**config.mk**
```make
export PLATFORM = sky130hd
export DESIGN_NAME = arb_grant_ctrl
export DESIGN_NICKNAME = d
export VERILOG_FILES = /design/src/rtl/arb_pkg.sv /design/src/rtl/arb_grant_ctrl_rr_pick.sv /design/src/rtl/arb_grant_ctrl.sv
export SDC_FILE = /design/constraint.sdc
export NUM_CORES = 1
export LEC_CHECK = 0
export ABC_AREA = 1
export CORE_MARGIN = 5
export CORE_UTILIZATION = 40
export CTS_BUF_LIST = sky130_fd_sc_hd__clkbuf_4
export DETAILED_ROUTE_END_ITERATION = 6
export GPL_TIMING_DRIVEN = 1
export HOLD_SLACK_MARGIN = 0.08
export SYNTH_ARGS = -nofsm -noshare
export SYNTH_HDL_FRONTEND = slang
export SYNTH_HIERARCHICAL = 1
export SYNTH_SLANG_ARGS = --single-unit
```
**constraint.sdc**
```tcl
create_clock -name i_clk -period 2.5 [get_ports i_clk]
set_input_delay 0.625 -clock i_clk [delete_from_list [all_inputs] [get_ports i_clk]]
set_output_delay 0.625 -clock i_clk [all_outputs]
set_load 0.02 [all_outputs]
```
**src/rtl/arb_pkg.sv**
```systemverilog
// Shared types and helpers for the arb_grant_ctrl bus arbiter.
// Owner indices are MW bits wide; the all-ones index marks a parked bus.
package arb_pkg;

  localparam int MW          = 2;
  localparam int MAX_CLIENTS = 3;

  localparam logic [MW-1:0] MASTER_PARK = 2'b11;

  typedef enum logic {
    PARK = 1'b0,
    OWN  = 1'b1
  } arb_state_t;

  // Encodes a one-hot (or zero) grant; a zero grant maps to MASTER_PARK.
  function automatic logic [MW-1:0] onehot_to_idx(input logic [MAX_CLIENTS-1:0] oh);
    logic [MW-1:0] idx;
    idx = MASTER_PARK;
    for (int i = 0; i < MAX_CLIENTS; i++) begin
      if (oh[i]) begin
        idx = i[MW-1:0];
      end else begin
        idx = idx;
      end
    end
    return idx;
  endfunction

endpackage

```
**src/rtl/arb_grant_ctrl_rr_pick.sv**
```systemverilog
// Combinational round-robin picker.
// Scans from rr_ptr upward (mod N) and nominates the first unmasked requester.
module arb_rr_pick
  import arb_pkg::*;
#(
  parameter int N = 3
) (
  input  logic [N-1:0]  req,
  input  logic [MW-1:0] rr_ptr,
  input  logic [N-1:0]  excl,
  output logic [N-1:0]  pick,
  output logic          valid
);

  logic [N-1:0] cand;

  // First candidate found in rotation order wins.
  always_comb begin
    pick  = '0;
    valid = 1'b0;
    cand  = req & ~excl;
    for (int k = 0; k < N; k++) begin
      int s;
      s = (int'(rr_ptr) + k) % N;
      if (!valid && cand[s]) begin
        pick[s] = 1'b1;
        valid   = 1'b1;
      end else begin
        valid = valid;
      end
    end
  end

endmodule

```
**src/rtl/arb_grant_ctrl.sv**
```systemverilog
// Round-robin bus arbiter with per-owner hold limit and starvation flags.
// o_grant nominates the next owner; o_master takes it over on each i_ready edge.
module arb_grant_ctrl
  import arb_pkg::*;
#(
  parameter int NUM_CLIENTS  = 3,
  parameter int MAX_HOLD     = 4,
  parameter int STARVE_LIMIT = 8,
  parameter int CW           = 4
) (
  input  logic                   i_clk,
  input  logic                   i_rst,
  input  logic [NUM_CLIENTS-1:0] i_req,
  input  logic                   i_ready,
  output logic [NUM_CLIENTS-1:0] o_grant,
  output logic [MW-1:0]          o_master,
  output logic [NUM_CLIENTS-1:0] o_starve
);

  localparam int HW = (MAX_HOLD > 2) ? $clog2(MAX_HOLD) : 1;
  localparam logic [HW-1:0]          HOLD_SAT = HW'(MAX_HOLD - 1);
  localparam logic [CW-1:0]          WAIT_SAT = {CW{1'b1}};
  localparam logic [CW-1:0]          WAIT_LIM = CW'(STARVE_LIMIT);
  localparam logic [NUM_CLIENTS-1:0] ONE_LSB  = {{(NUM_CLIENTS-1){1'b0}}, 1'b1};

  logic [NUM_CLIENTS-1:0] grant_q, grant_d;
  logic [MW-1:0]          master_q, master_d;
  logic [NUM_CLIENTS-1:0] starve_q, starve_d;
  logic [HW-1:0]          hold_cnt_q, hold_cnt_d;
  logic [MW-1:0]          rr_ptr_q, rr_ptr_d;
  logic [CW-1:0]          wait_cnt_q [NUM_CLIENTS];
  logic [CW-1:0]          wait_cnt_d [NUM_CLIENTS];
  arb_state_t             state_q, state_d;

  logic [NUM_CLIENTS-1:0] own_oh, excl, pick;
  logic                   own_req, hold_done, pick_valid;
  logic [MW-1:0]          new_master;

  arb_rr_pick #(.N(NUM_CLIENTS)) u_pick (
    .req    (i_req),
    .rr_ptr (rr_ptr_q),
    .excl   (excl),
    .pick   (pick),
    .valid  (pick_valid)
  );

  // Next nomination: keep the owner until its hold is spent, else rotate.
  always_comb begin
    own_oh    = (state_q == OWN) ? (ONE_LSB << master_q) : '0;
    own_req   = |(own_oh & i_req);
    hold_done = (hold_cnt_q >= HOLD_SAT);
    excl      = hold_done ? own_oh : '0;
    if (own_req && !hold_done) begin
      grant_d = own_oh;
    end else if (pick_valid) begin
      grant_d = pick;
    end else if (own_req) begin
      grant_d = own_oh;
    end else begin
      grant_d = '0;
    end
  end

  // Handover bookkeeping: owner, hold/rotation pointer, wait counters.
  always_comb begin
    new_master = onehot_to_idx(MAX_CLIENTS'(grant_q));
    master_d   = master_q;
    state_d    = state_q;
    hold_cnt_d = hold_cnt_q;
    rr_ptr_d   = rr_ptr_q;
    wait_cnt_d = wait_cnt_q;
    for (int i = 0; i < NUM_CLIENTS; i++) begin
      starve_d[i] = (wait_cnt_q[i] >= WAIT_LIM);
    end
    if (i_ready) begin
      master_d = new_master;
      state_d  = (new_master == MASTER_PARK) ? PARK : OWN;
      if (new_master == master_q) begin
        hold_cnt_d = hold_done ? HOLD_SAT : hold_cnt_q + HW'(1);
      end else begin
        hold_cnt_d = '0;
        if (new_master != MASTER_PARK) begin
          rr_ptr_d = (new_master == MW'(NUM_CLIENTS - 1)) ? '0 : new_master + MW'(1);
        end else begin
          rr_ptr_d = rr_ptr_q;
        end
      end
      for (int i = 0; i < NUM_CLIENTS; i++) begin
        if (i_req[i] && !grant_q[i]) begin
          wait_cnt_d[i] = (wait_cnt_q[i] == WAIT_SAT) ? WAIT_SAT : wait_cnt_q[i] + CW'(1);
        end else begin
          wait_cnt_d[i] = '0;
        end
      end
    end else begin
      master_d = master_q;
    end
  end

  // State registers with synchronous reset.
  always_ff @(posedge i_clk) begin
    if (i_rst) begin
      grant_q    <= '0;
      master_q   <= MASTER_PARK;
      starve_q   <= '0;
      hold_cnt_q <= '0;
      rr_ptr_q   <= '0;
      wait_cnt_q <= '{default: '0};
      state_q    <= PARK;
    end else begin
      grant_q    <= grant_d;
      master_q   <= master_d;
      starve_q   <= starve_d;
      hold_cnt_q <= hold_cnt_d;
      rr_ptr_q   <= rr_ptr_d;
      wait_cnt_q <= wait_cnt_d;
      state_q    <= state_d;
    end
  end

  assign o_grant  = grant_q;
  assign o_master = master_q;
  assign o_starve = starve_q;

endmodule

```
==> summary.txt <==
Place
  – Placed cells: between 200 and 300
  – Detailed Place HPWL: 2.55 mm
  – Final Wtd Congestion: a little under 0.8
  – I/O Buffers: 13
  – Placed inst area: ~1700 um2

Detailed routing
  – Via count: 1461
  – Post-DR vias/cell: between 5 and 6
  – Wirelength, routed: between 3 and 4 mm
  – DRT iter0 DRCs: 127
  – TritonRoute pass-1 iters: 4
  – Antenna-violating nets left: 0
  – Residual DRC: 0
  – WL/cell: 11.5 um

STA
  – Final Hold Fails: 0
  – Finish-stage setup viols: 0
  – RSZ-0062 raised after global routing: false
  – Final Skew: about 0.0057 ns
  – Minimum clock period: 2.19 ns
  – Max-slew violations: 0
  – Max Clock Freq: about 0.46 GHz
  – Slew Limit Headroom: roughly four fifths
  – Setup total negative slack: 0 ns
  – Slew @ Worst Pin: ~0.32 ns
  – Final period util: 87.7%

Logic synthesis
  – Synthesized net count: ~240
  – Synth area leaders: dfxtp_1, nand2_1, ha_1
  – Multiplexer area fraction after synthesis: 0%
  – Area leader, netlist: dfxtp_1
  – Syn. warnings: 6
  – Synth Area in Compound Gates: 16.2%
  – EDFF count, synth: 0
  – #FFs+latches synth: 25
  – Mean Syn Cell Area: around 6.9 um2
  – Unique masters post-synth: 25
  – Adder-cell share of the synthesized area: 8.05%
  – Dominant synthesized flop cell: dfxtp_1
  – Synthesized cell area: 1560 um2
  – Top cells by count, synth: nand2_1, inv_1, dfxtp_1
  – Sequential area share after synthesis: about 32%
  – Ys async rst share: 0%
  – Synth Area in Simple Gates: 32.4%
  – Yosys top cell area share: roughly 32%
  – Synthesized-area fraction occupied by xor and xnor cells: 0%
  – Combinational family with the most area after synthesis: simple AND/OR/NAND/NOR gates
  – Mapped Cells: 227
  – Count leader, synth: nand2_1

Critical path
  – CP endpoint kind: flop
  – CP arrival: between 2 and 2.5 ns
  – Critical Path Source Type: flop
  – CP Max Fanout: 9
  – Worst setup path class: reg2reg
  – Reg2reg start: o_master[0]
  – R2r setup slk: between 0.3 and 0.4 ns
  – Worst Path Required: 2.77 ns
  – R2R depth: 10
  – RR Endpoint: o_grant[0]

Floorplanning
  – Die ar.: between 5000 and 6000 um2
  – Die Height: around 72 um
  – Ports: 14
  – Die Width: 72.4 um
  – Core area: approximately 3700 um2
  – Starting density of the core: 41.9%
  – Row count: 22

Clock network
  – Clock slew at reported path FFs: 0.14 ns
  – CTS buffer count: 3
  – Hold_buf cts: 0
  – H-tree levels: 1
  – CTS tree: yes
  – Root Driver: clkbuf_4
  – # resized after CTS: 0
  – Clock Latency Late Sink: ~0.32 ns
  – Post-CTS Setup Inserts: 0
  – CTS Buffer Depth: 2
  – Sink Count: 25

Power
  – Pwr Density: ~790 nW/um2
  – Maximum VDD drop: about 0.00031 V
  – Design Power: about 0.0014 W
  – Pleak: ~0.75 nW

Global route
  – First-pass GRT wire length: between 5 and 6 mm
  – Vias in the first global route: around 1.3k
  – Gr usage total: 13.1%
  – Grt total ovfl: 0
  – Largest net degree at the start of global routing: 15
  – Antenna violations before repair: 0

Finish
  – # diodes: 0
  – Cell area after layout: 1760 um2
  – Layout cell share with drive strength beyond 1: 11.1%
  – Layout area overhead: 13.4%
  – Final nets: between 200 and 300
  – Final Non-Filler Cells: between 200 and 300
  – Fillers: 387

Job
  – Max-cap viol count: 0

Worst hold path
  – Hold_sp: wait_cnt_q[3]
  – Hold Crit Class: reg2reg
  – Hold depth: 2
  – Hold EP: wait_cnt_q[3]

Outcome
  – Outcome: complete, no violations
## placed cells by master (no fill, tap or decap), types with 3 or more instances in the layout
| cell type | n |
|---|---|
| nand2_1 | 47 |
| inv_1 | 30 |
| dfxtp_1 | 25 |
| o21ai_0 | 22 |
| nand3_1 | 20 |
| nor2_1 | 16 |
| clkdlybuf4s50_1 | 13 |
| ha_1 | 10 |
| a21oi_1 | 8 |
| nand4_1 | 8 |
| nand2_2 | 6 |
| inv_2 | 5 |
| nor3_1 | 5 |
| o211ai_1 | 4 |
| buf_4 | 4 |
| nor4_1 | 3 |
| nand3_2 | 3 |
| a21oi_2 | 3 |
| clkbuf_4 | 3 |
## report_power, final
part / leakage (nW) / internal, W / switching [W]
clock: 0.0177 / 0.0000600 / 0.000124
sequential: 0.203 / 0.000452 / 0.0000656
combinational: 0.527 / 0.000257 / 0.000436
total: 0.748 / 0.000769 / 0.000626
## worst max path at each step
stage / startpoint / end / slack, ns / cells after the start
floorplan: o_master[0] / o_grant[0] / 0.57 / 11
global placement: i_req[0] / o_grant[1] / 0.30 / 8
detailed placement: i_req[0] / o_grant[2] / 0.23 / 8
CTS: o_master[0] / o_grant[1] / 0.33 / 10
global route: o_master[1] / o_grant[0] / 0.08 / 10
finish: o_master[0] / o_grant[0] / 0.31 / 10
## flip-flops by register name (all words and copies together), names as in the netlist
name / cells
wait_cnt_q: 12
o_grant: 3
o_starve: 3
hold_cnt_q: 2
o_master: 2
rr_ptr_q: 2
state_q: 1
## per-layer routing
metal  wire length [um]  track usage (%)  vias up  part of all wire, %
met3                130             3.32        2                  3.9
met5                  0                0        -                    0
met4                 19             2.51        0                 0.57
met1               1750             18.2      659                   52
met2               1460             20.5       16                   43
li1                   -                -      784                    -
## cell families after synthesis
family	count (synthesis)
buffers and inverters	41
adders and majority gates	10
DFF	25
and+or+nand+nor	109
AOI/OAI and AO/OA	42
## metrics by stage
| stage | setup WS (ns) | hold slack [ns] | utilization, % |
|---|---|---|---|
| 2_1_floorplan | 0.569 | 0.462 | - |
| 3_3_place_gp | 0.295 | 0.482 | 46.7 |
| 3_5_place_dp | 0.234 | 0.480 | 46.7 |
| 4_1_cts | 0.330 | 0.500 | 47.5 |
| 5_1_grt | 0.0751 | 0.517 | 47.5 |
| 6_report | 0.308 | 0.498 | 47.5 |
## cell type report
type / count / area [um2] / area share [%]
well taps: 48 / 60.1 / 3.40
clock buffers: 3 / 22.5 / 1.28
inverters: 36 / 135 / 7.66
repair buffers: 17 / 160 / 9.08
clock inverters: 1 / 5.00 / 0.284
multi-input cells: 161 / 881 / 49.9
flip-flops and latches: 25 / 500 / 28.4
## critical path: stages, from the launching register on
cell,delay (ns)
dfxtp_1,0.53
inv_1,0.18
nor4_1,0.29
inv_1,0.11
nand3_1,0.09
nand2_2,0.07
a21oi_4,0.22
nand4_1,0.21
nand3_1,0.19
nand3_1,0.11
a21oi_2,0.13
Power figures use the tool's default switching activity.
